**src/rtl/main_mem_sequencer.sv**
```systemverilog
// main_mem_sequencer: hardware driver for the HLS top `main`.
// Preloads `main` memory through slave RAM channel 0 from a byte stream. It then pulses
// start_port and counts run cycles until done_port. Finally it reads the result region back
// out as a byte stream.
// Optional watchdog: define SEQ_TIMEOUT_EN to move RUN to FAULT after TIMEOUT cycles.
module main_mem_sequencer #(
  parameter int unsigned BASE_ADDR  = 256,
  parameter int unsigned LOAD_BYTES = 400,
  parameter int unsigned READ_BYTES = 400,
  parameter int unsigned TIMEOUT    = 200000000
) (
  input  logic         clock,
  input  logic         reset,
  input  logic         go,
  input  logic         ld_valid,
  output logic         ld_ready,
  input  logic [7:0]   ld_data,
  output logic         rd_valid,
  input  logic         rd_ready,
  output logic [7:0]   rd_data,
  output logic         start_port,
  input  logic         done_port,
  output logic [1:0]   S_oe_ram,
  output logic [1:0]   S_we_ram,
  output logic [19:0]  S_addr_ram,
  output logic [127:0] S_Wdata_ram,
  output logic [13:0]  S_data_ram_size,
  input  logic [127:0] Sout_Rdata_ram,
  input  logic [1:0]   Sout_DataRdy,
  output logic         busy,
  output logic         run_done,
  output logic         fault,
  output logic [31:0]  cycles
);

  // Parameter sanity: byte counts must fit the 10-bit index and the address must not wrap.
  if (LOAD_BYTES < 1 || LOAD_BYTES > 1023) begin : g_bad_load_bytes
    $error("main_mem_sequencer: LOAD_BYTES must be in 1..1023");
  end
  if (READ_BYTES < 1 || READ_BYTES > 1023) begin : g_bad_read_bytes
    $error("main_mem_sequencer: READ_BYTES must be in 1..1023");
  end
  if (BASE_ADDR + LOAD_BYTES > 1024) begin : g_bad_load_range
    $error("main_mem_sequencer: BASE_ADDR + LOAD_BYTES exceeds 10-bit address space");
  end
  if (BASE_ADDR + READ_BYTES > 1024) begin : g_bad_read_range
    $error("main_mem_sequencer: BASE_ADDR + READ_BYTES exceeds 10-bit address space");
  end

  localparam logic [9:0] BaseAddr = 10'(BASE_ADDR);
  localparam logic [9:0] LastLoad = 10'(LOAD_BYTES - 1);
  localparam logic [9:0] LastRead = 10'(READ_BYTES - 1);
  localparam logic [6:0] ByteSize = 7'd8;

  typedef enum logic [3:0] {
    StIdle,
    StLoad,
    StStart,
    StRun,
    StRq,     // issue one read request
    StRw,     // wait for read data ready
    StRh,     // hold byte until consumer accepts
    StFin,
    StFault
  } state_e;

  state_e      r_state, w_state_d;
  logic [9:0]  r_idx, w_idx_d;
  logic [31:0] r_cnt, w_cnt_d;
  logic [31:0] r_cycles, w_cycles_d;
  logic [7:0]  r_rd_data, w_rd_data_d;

  logic        w_ld_ready;
  logic        w_start;
  logic        w_we0;
  logic        w_oe0;
  logic [9:0]  w_addr0;
  logic [7:0]  w_wdata0;
  logic [9:0]  w_cur_addr;
  logic [31:0] w_cnt_inc;

  assign w_cur_addr = BaseAddr + r_idx;
  // Run counter saturates instead of wrapping.
  assign w_cnt_inc  = (r_cnt == 32'hFFFF_FFFF) ? r_cnt : r_cnt + 32'd1;

  // State and datapath registers.
  always_ff @(posedge clock or negedge reset) begin
    if (!reset) begin
      r_state   <= StIdle;
      r_idx     <= '0;
      r_cnt     <= '0;
      r_cycles  <= '0;
      r_rd_data <= '0;
    end else begin
      r_state   <= w_state_d;
      r_idx     <= w_idx_d;
      r_cnt     <= w_cnt_d;
      r_cycles  <= w_cycles_d;
      r_rd_data <= w_rd_data_d;
    end
  end

  // Next-state logic and channel-0 RAM strobes.
  always_comb begin
    w_state_d   = r_state;
    w_idx_d     = r_idx;
    w_cnt_d     = r_cnt;
    w_cycles_d  = r_cycles;
    w_rd_data_d = r_rd_data;
    w_ld_ready  = 1'b0;
    w_start     = 1'b0;
    w_we0       = 1'b0;
    w_oe0       = 1'b0;
    w_addr0     = '0;
    w_wdata0    = '0;

    unique case (r_state)
      StIdle: begin
        if (go) begin
          w_state_d = StLoad;
          w_idx_d   = '0;
        end
      end

      StLoad: begin
        w_ld_ready = 1'b1;
        // Write goes out in the handshake cycle itself; `main` registers it at the edge.
        if (ld_valid) begin
          w_we0    = 1'b1;
          w_addr0  = w_cur_addr;
          w_wdata0 = ld_data;
          if (r_idx == LastLoad) begin
            w_state_d = StStart;
            w_idx_d   = '0;
          end else begin
            w_idx_d = r_idx + 10'd1;
          end
        end
      end

      StStart: begin
        w_start   = 1'b1;
        // The start cycle itself counts as cycle 1.
        w_cnt_d   = 32'd1;
        w_state_d = StRun;
      end

      StRun: begin
        w_cnt_d = w_cnt_inc;
        if (done_port) begin
          w_cycles_d = w_cnt_inc;
          w_idx_d    = '0;
          w_state_d  = StRq;
        end
`ifdef SEQ_TIMEOUT_EN
        else if (w_cnt_inc >= TIMEOUT) begin
          w_cycles_d = 32'(TIMEOUT);
          w_state_d  = StFault;
        end
`endif
      end

      StRq: begin
        w_oe0     = 1'b1;
        w_addr0   = w_cur_addr;
        w_state_d = StRw;
      end

      StRw: begin
        if (Sout_DataRdy[0]) begin
          w_rd_data_d = Sout_Rdata_ram[7:0];
          w_state_d   = StRh;
        end
      end

      StRh: begin
        if (rd_ready) begin
          if (r_idx == LastRead) begin
            w_state_d = StFin;
          end else begin
            w_idx_d   = r_idx + 10'd1;
            w_state_d = StRq;
          end
        end
      end

      StFin, StFault: begin
        if (go) begin
          w_state_d = StLoad;
          w_idx_d   = '0;
        end
      end

      default: w_state_d = StIdle;
    endcase
  end

  assign ld_ready        = w_ld_ready;
  assign start_port      = w_start;
  assign rd_valid        = (r_state == StRh);
  assign rd_data         = r_rd_data;
  assign S_oe_ram        = {1'b0, w_oe0};
  assign S_we_ram        = {1'b0, w_we0};
  assign S_addr_ram      = {10'd0, w_addr0};
  assign S_Wdata_ram     = {64'd0, 56'd0, w_wdata0};
  assign S_data_ram_size = {7'd0, (w_oe0 || w_we0) ? ByteSize : 7'd0};
  assign busy            = (r_state == StLoad) || (r_state == StStart) || (r_state == StRun) ||
                           (r_state == StRq)   || (r_state == StRw)    || (r_state == StRh);
  assign run_done        = (r_state == StFin);
  assign cycles          = r_cycles;

`ifdef SEQ_TIMEOUT_EN
  assign fault = (r_state == StFault);
  logic w_unused;
  assign w_unused = ^{Sout_Rdata_ram[127:8], Sout_DataRdy[1]};
`else
  assign fault = 1'b0;
  // TIMEOUT only matters when the watchdog is built in.
  logic w_unused;
  assign w_unused = ^{Sout_Rdata_ram[127:8], Sout_DataRdy[1], 32'(TIMEOUT)};
`endif

endmodule

```
**config.mk**
```make
export PLATFORM = sky130hd
export DESIGN_NAME = main_mem_sequencer
export DESIGN_NICKNAME = d
export VERILOG_FILES = /design/src/rtl/main_mem_sequencer.sv
export SDC_FILE = /design/constraint.sdc
export NUM_CORES = 1
export LEC_CHECK = 0
export BUFFER_PORTS_ARGS = -buffer_cell sky130_fd_sc_hd__buf_2
export CORE_AREA = 2 2 138 140
export CTS_CLUSTER_DIAMETER = 50
export DETAILED_ROUTE_END_ITERATION = 8
export DIE_AREA = 0 0 140 142
export GPL_TIMING_DRIVEN = 0
export REMOVE_ABC_BUFFERS = 1
export SLEW_MARGIN = 0
export SYNTH_ARGS = -nofsm -noshare
export SYNTH_HDL_FRONTEND = slang
export SYNTH_SLANG_ARGS = --single-unit
export TNS_END_PERCENT = 30
```
**constraint.sdc**
```tcl
create_clock -name clock -period 2.9 [get_ports clock]
set_clock_uncertainty 0.1 [all_clocks]
set_input_delay 0 -clock clock [delete_from_list [all_inputs] [get_ports clock]]
set_output_delay 0 -clock clock [all_outputs]
set_load 0.05 [all_outputs]
```
; ---- Word-level counts from Yosys, hierarchy flattened
; Cells that the tools add are included.
[totals]
reg_bits = 86
wordCells = 66
input_bits = 144
[classes]
mux = 27
n_eq_ne = 17
n_reduce_logical = 14
addsub = 3
[op_table]
columns = op, n
row1 = $mux 10, 7
row2 = $pmux 32 s2, 1
row3 = $pmux 10 s4, 1
row4 = $add 32x1->32 const B, 1
row5 = $eq 32x32->1 const B, 1
row6 = $mux 32, 1
row7 = $mux 4, 7
row8 = $pmux 4 s7, 1
row9 = $pmux 10 s2, 1
row10 = $eq 4x3->1 const B, 4
row11 = $mux 8, 2
row12 = $reduce_and 6->1, 2
row13 = $add 10x1->10 const B, 1
row14 = $add 9x10->10 const A, 1
row15 = $eq 10x9->1 const B, 1
row16 = $ne 2x2->1 const B, 5
row17 = $eq 4x2->1 const B, 2
row18 = $logic_or 1x1->1, 6
row19 = $mux 1, 5
row20 = $eq 4x1->1 const B, 1
row21 = $eq 4x4->1 const B, 1
row22 = $logic_not 4->1, 1
row23 = $ne 2x1->1 const B, 2
row24 = $reduce_and 2->1, 2
row25 = 4 further kinds, 4

; ---- Depth between registers and ports, before layout
[logic_depth]
word_depth = 6
mapped_depth = 9

; ---- Worst setup path after synthesis
; OpenSTA, ideal clock, no wires.
[synth_timing]
path_kind = reg-to-output
from = register r_state[0]
to = output S_addr_ram[0]
path_stages_with_launch = 9
required_time_ns = 2.800
path_buffers = 3
path_slack_ns = 0.190
arrival_ns = 2.610
cell_sequence = dfrtp_1 -> clkbuf_1 -> nor2b_1 -> nor2b_1 -> clkbuf_1 -> and2_1 -> nor2_1 -> clkbuf_1 -> nor2b_1
[synth_via]
elab_chain_len = 2
elab_cells_between_ends = 3
cone_classes = 2 x eq/ne / 1 x mux
[synth_lines]
columns = item, line_no
row1 = start: declaration, 67  ; state_e r_state, w_state_d;
row2 = start signal: assignment, 89  ; r_state <= StIdle;
row3 = start signal: assignment, 95  ; r_state <= w_state_d;
row4 = $eq 4x3->1 or $eq 4x1->1 (tied branches), 117  ; unique case (r_state)
row5 = $pmux 10 s2 (*), 117
row6 = end: declaration, 25  ; output logic [19:0] S_addr_ram,
; Mark *: on every way between the ends. The rest lies on a longest branch, timed or not.

; ---- Worst setup path in the final report
[layout_timing]
from = register r_cnt[0]
to = register r_cnt[6]
[layout_via]
elab_chain_len = 3
elab_cells_between_ends = 4
cone_classes = 1 x add/sub / 1 x eq/ne / 2 x mux
[layout_lines]
columns = item, line_no
row1 = start: declaration, 69  ; logic [31:0] r_cnt, w_cnt_d;
row2 = start signal: assignment, 97  ; r_cnt <= w_cnt_d;
row3 = $add 32x1->32 or $eq 32x32->1 (tied branches), 84  ; assign w_cnt_inc = (r_cnt == 32'hFFFF_FFFF) ? r_cnt : r_cnt + 32'd1;
row4 = $mux 32 (*), 84
row5 = $pmux 32 s2 (*), 117
; Marks and branches as above.
; A chain may end at the register's enable or synchronous reset.

==> metrics.md <==
| Metric | Value |
|---|---|
| CTS Buf Count | 9 |
| Die X | 140 um |
| Synth top area share | 0.349 |
| Total Routing Usage GR | 0.134 |
| TritonCTS clock tree | yes |
| DP Worst Slack | -0.434 ns |
| Violated checks | DRC |
| Area leader, netlist | dfrtp_1 |
| Reg clk slew, reported paths | 0.07 ns |
| Post-Synth XOR/XNOR Area | 0.0158 |
| Min Hold Slack | 0.0102 ns |
| Simple-Gate Fraction of Synth Area | 0.199 |
| Core Rows | 50 |
| Max capacitance violation total | 0 |
| Post-synthesis sequential area ratio | 0.349 |
| Worst Tran Pin Value | 0.924 ns |
| Achievable frequency | 370 MHz |
| Mean routed wirelength per cell | 13.9 um |
| CP Launch Type | register |
| Worst setup margin | 0.197 ns |
| Syn Area/Cell | 8.59 um2 |
| Largest net degree at the start of global routing | 61 |
| Ys flop type | dfrtp_1 |
| Post-Synth Adder-Cell Area | 0.00616 |
| Core area | 0.0185 mm2 |
| Final Cycle Share | 0.932 |
| Cell Area, Synth | 0.00609 mm2 |
| Slowest CP cell | nor4_4 |
| Register bit total from synthesis | 85 |
| Mux contribution to synthesized area | 0.0183 |
| Pre-Repair DR Iteration Count | 9 |
| Root Buffer | clkbuf_16 |
| Port Buffers | 88 |
| Number of global-route vias before repair | 4083 |
| Crit Path Max Fanout | 11 |
| Worst skew pair latency | 0.35 ns |
| Status | finished, violations left |
| Num ports | 356 |
| Final ANT Viol Nets | 0 |
| Compound-Gate Fraction of Synth Area | 0.176 |
| Synth top area cells | dfrtp_1 35%, buf_4 19%, o21ai_0 4.8% |
| Clock Path Buffers | 2 |
| VDD IR max | 0.000328 V |
| Worst path max stage delay | 0.52 ns |
| Hold Path Class | primary input to asynchronous set/reset pin |
| Setup Crit Path Kind | register to register |
| Mean number of vias per cell | 4.77 |
| Count of pins over their slew limit | 0 |
| Final setup viols | 0 |
| ANT cells | 0 |
| Initial core utilization | 0.330 |
| Layout cells sized above 1 | 0.172 |
| Final #Nets | 916 |
| Routed vias | 4810 |
| CP Capture Type | register |
| Largest family of logic cells by synthesized area | buffers and inverters |
| CTS Sinks | 85 |
| Final Critical Period | 2.70 ns |
| Req. time, crit path | 3.07 ns |
| Arr. time, crit path | 2.87 ns |
| Die ar. | 0.0199 mm2 |
| DR iter-0 viols | 299 |
| FFs w/ async S/R, synth | 1.00 |
| P&R area growth vs syn | 7.74% |
| Antenna violations before repair | 0 |
| Post-synth EDFFs | 0 |
| First-pass GRT wire length | 21800 um |
| Die height | 142 um |
| Static Leak | 0.00316 uW |
| Gr ovfl total | 0 |
| Hold Violations, Final | 0 |
| RSZ-0062 raised after global routing | false |
| Power per cell area | 510 mW/mm2 |
| H-Tree Depth | 3 |
| GPL Wtd Cong | 0.793 |
| # DRC | 11 |
| Cells after Synth | 709 |
| Syn. warnings | 0 |
| Routed WL | 14000 um |
| Number of setup buffers added after CTS | 0 |
| Max_slew headroom | 0.384 |
| Yosys cell types | 66 |
| CP cell instances | ha_1 > and3_1 > nand3_1 > nor4_4 > buf_4 > o21ai_0 > a31oi_1 |
| HPWL after detailed placement | 9440 um |
[metal layers]
metal  vias up  track usage  share of wire
met3         8       0.0461          0.081
met1      2254        0.187           0.47
met2       180        0.204           0.45
met5         -            0              0
met4         0       0.0250         0.0061
li1       2368            -              -
[power breakdown]
part / internal (uW) / switching, uW
clock network: 857 / 534
registers: 1220 / 49.6
logic: 103 / 589
total: 2180 / 1170
[synth_stat cells, types with 8 or more instances]
cell type / n
clkbuf_1: 29
nand4_1: 11
a31oi_1: 44
mux2_2: 9
nand2_1: 46
buf_2: 10
nor2_1: 34
dfrtp_1: 85
or3_1: 18
nor3_1: 8
a22o_1: 8
buf_4: 151
o211ai_1: 8
nand3_1: 26
and3_1: 23
inv_1: 13
a21oi_1: 11
nor2b_1: 13
o21ai_0: 59
xnor2_1: 10
[worst paths after layout]
path / from / end / slack [ns] / cells past startpoint
setup / recovery: r_cnt[0]$_DFFE_PN0P_ / r_cnt[6]$_DFFE_PN0P_ / 0.20 / 7
hold / removal: reset / cycles[29]$_DFFE_PN0P_ / 0.01 / 2
max in group asynchronous: reset / cycles[16]$_DFFE_PN0P_ / 2.03 / 3
setup reg to reg: r_cnt[0]$_DFFE_PN0P_ / r_cnt[6]$_DFFE_PN0P_ / 0.20 / 7
min in group clock: done_port / cycles[31]$_DFFE_PN0P_ / 0.11 / 3
hold reg to reg: cycles[2]$_DFFE_PN0P_ / cycles[2]$_DFFE_PN0P_ / 0.37 / 2
[registers in the layout (all words and copies together) (netlist names)]
signal	flops
cycles	32
r_cnt	32
r_idx	10
r_state	3
rd_data	8
[area by class of cell]
cell class | count | area [um2]
tap | 234 | 293
inverter | 13 | 48.8
timing repair buffer | 103 | 613
multi-input combinational | 557 | 3130
clock buffer | 9 | 225
sequential | 85 | 2130
clock inverter | 7 | 129
fill | 1906 | 11900
[worst max-delay path, delay by kind of cell, from the launching register on]
kind,cells,cell delay (ns)
compound gates,2,0.28
buf+inv,1,0.26
fa+ha+maj,1,0.26
flops,1,0.44
simple gates,3,1.28
[placed cells by master, fill, tap and decap left out, drive strengths merged, types with 3 or more instances in the layout]
master	n
nor3	8
nor4	7
nand2b	3
o21ai	59
a21o	3
o211ai	9
ha	3
and2	7
or4	7
a21oi	11
nor2	34
clkbuf	9
o31a	3
xnor2	10
a31oi	44
a41oi	4
a22o	8
nand4	12
nor2b	13
nand3	27
buf	91
and4	6
bufinv	3
conb	146
mux2	9
dfrtp	85
nand2	46
and3	24
inv	16
or3	18
dlygate4sd3	12
[what timing repair did]
action                     in CTS  in global routing
resized for setup               5                  2
pin swaps                       0                  2
hold buffers                   12                  0
setup endpoints to repair      35                 18
hold endpoints to repair       96                  0
[cells by family after synthesis]
family / Yosys count
flip-flops: 85
AO/OA/AOI/OAI: 166
buffers and inverters: 212
AND/OR/NAND/NOR: 221
multiplexers: 10
adder cells (fa/ha/maj): 3
other: 1
XOR/XNOR: 11
[stage by stage]
step	instance area (um2)	utilization	setup TNS, ns	power [uW]	instances
final	6560	0.356	0	3350	1008
after global routing	6560	0.356	0	3480	1008
after CTS	6560	0.355	0	3380	1008
after detailed placement	6060	0.328	-6.53	1970	980
after global placement	5990	0.324	-34.65	1960	977
after floorplan	5260	-	-5.32	1870	655
(Power assumes the default switching activity.)
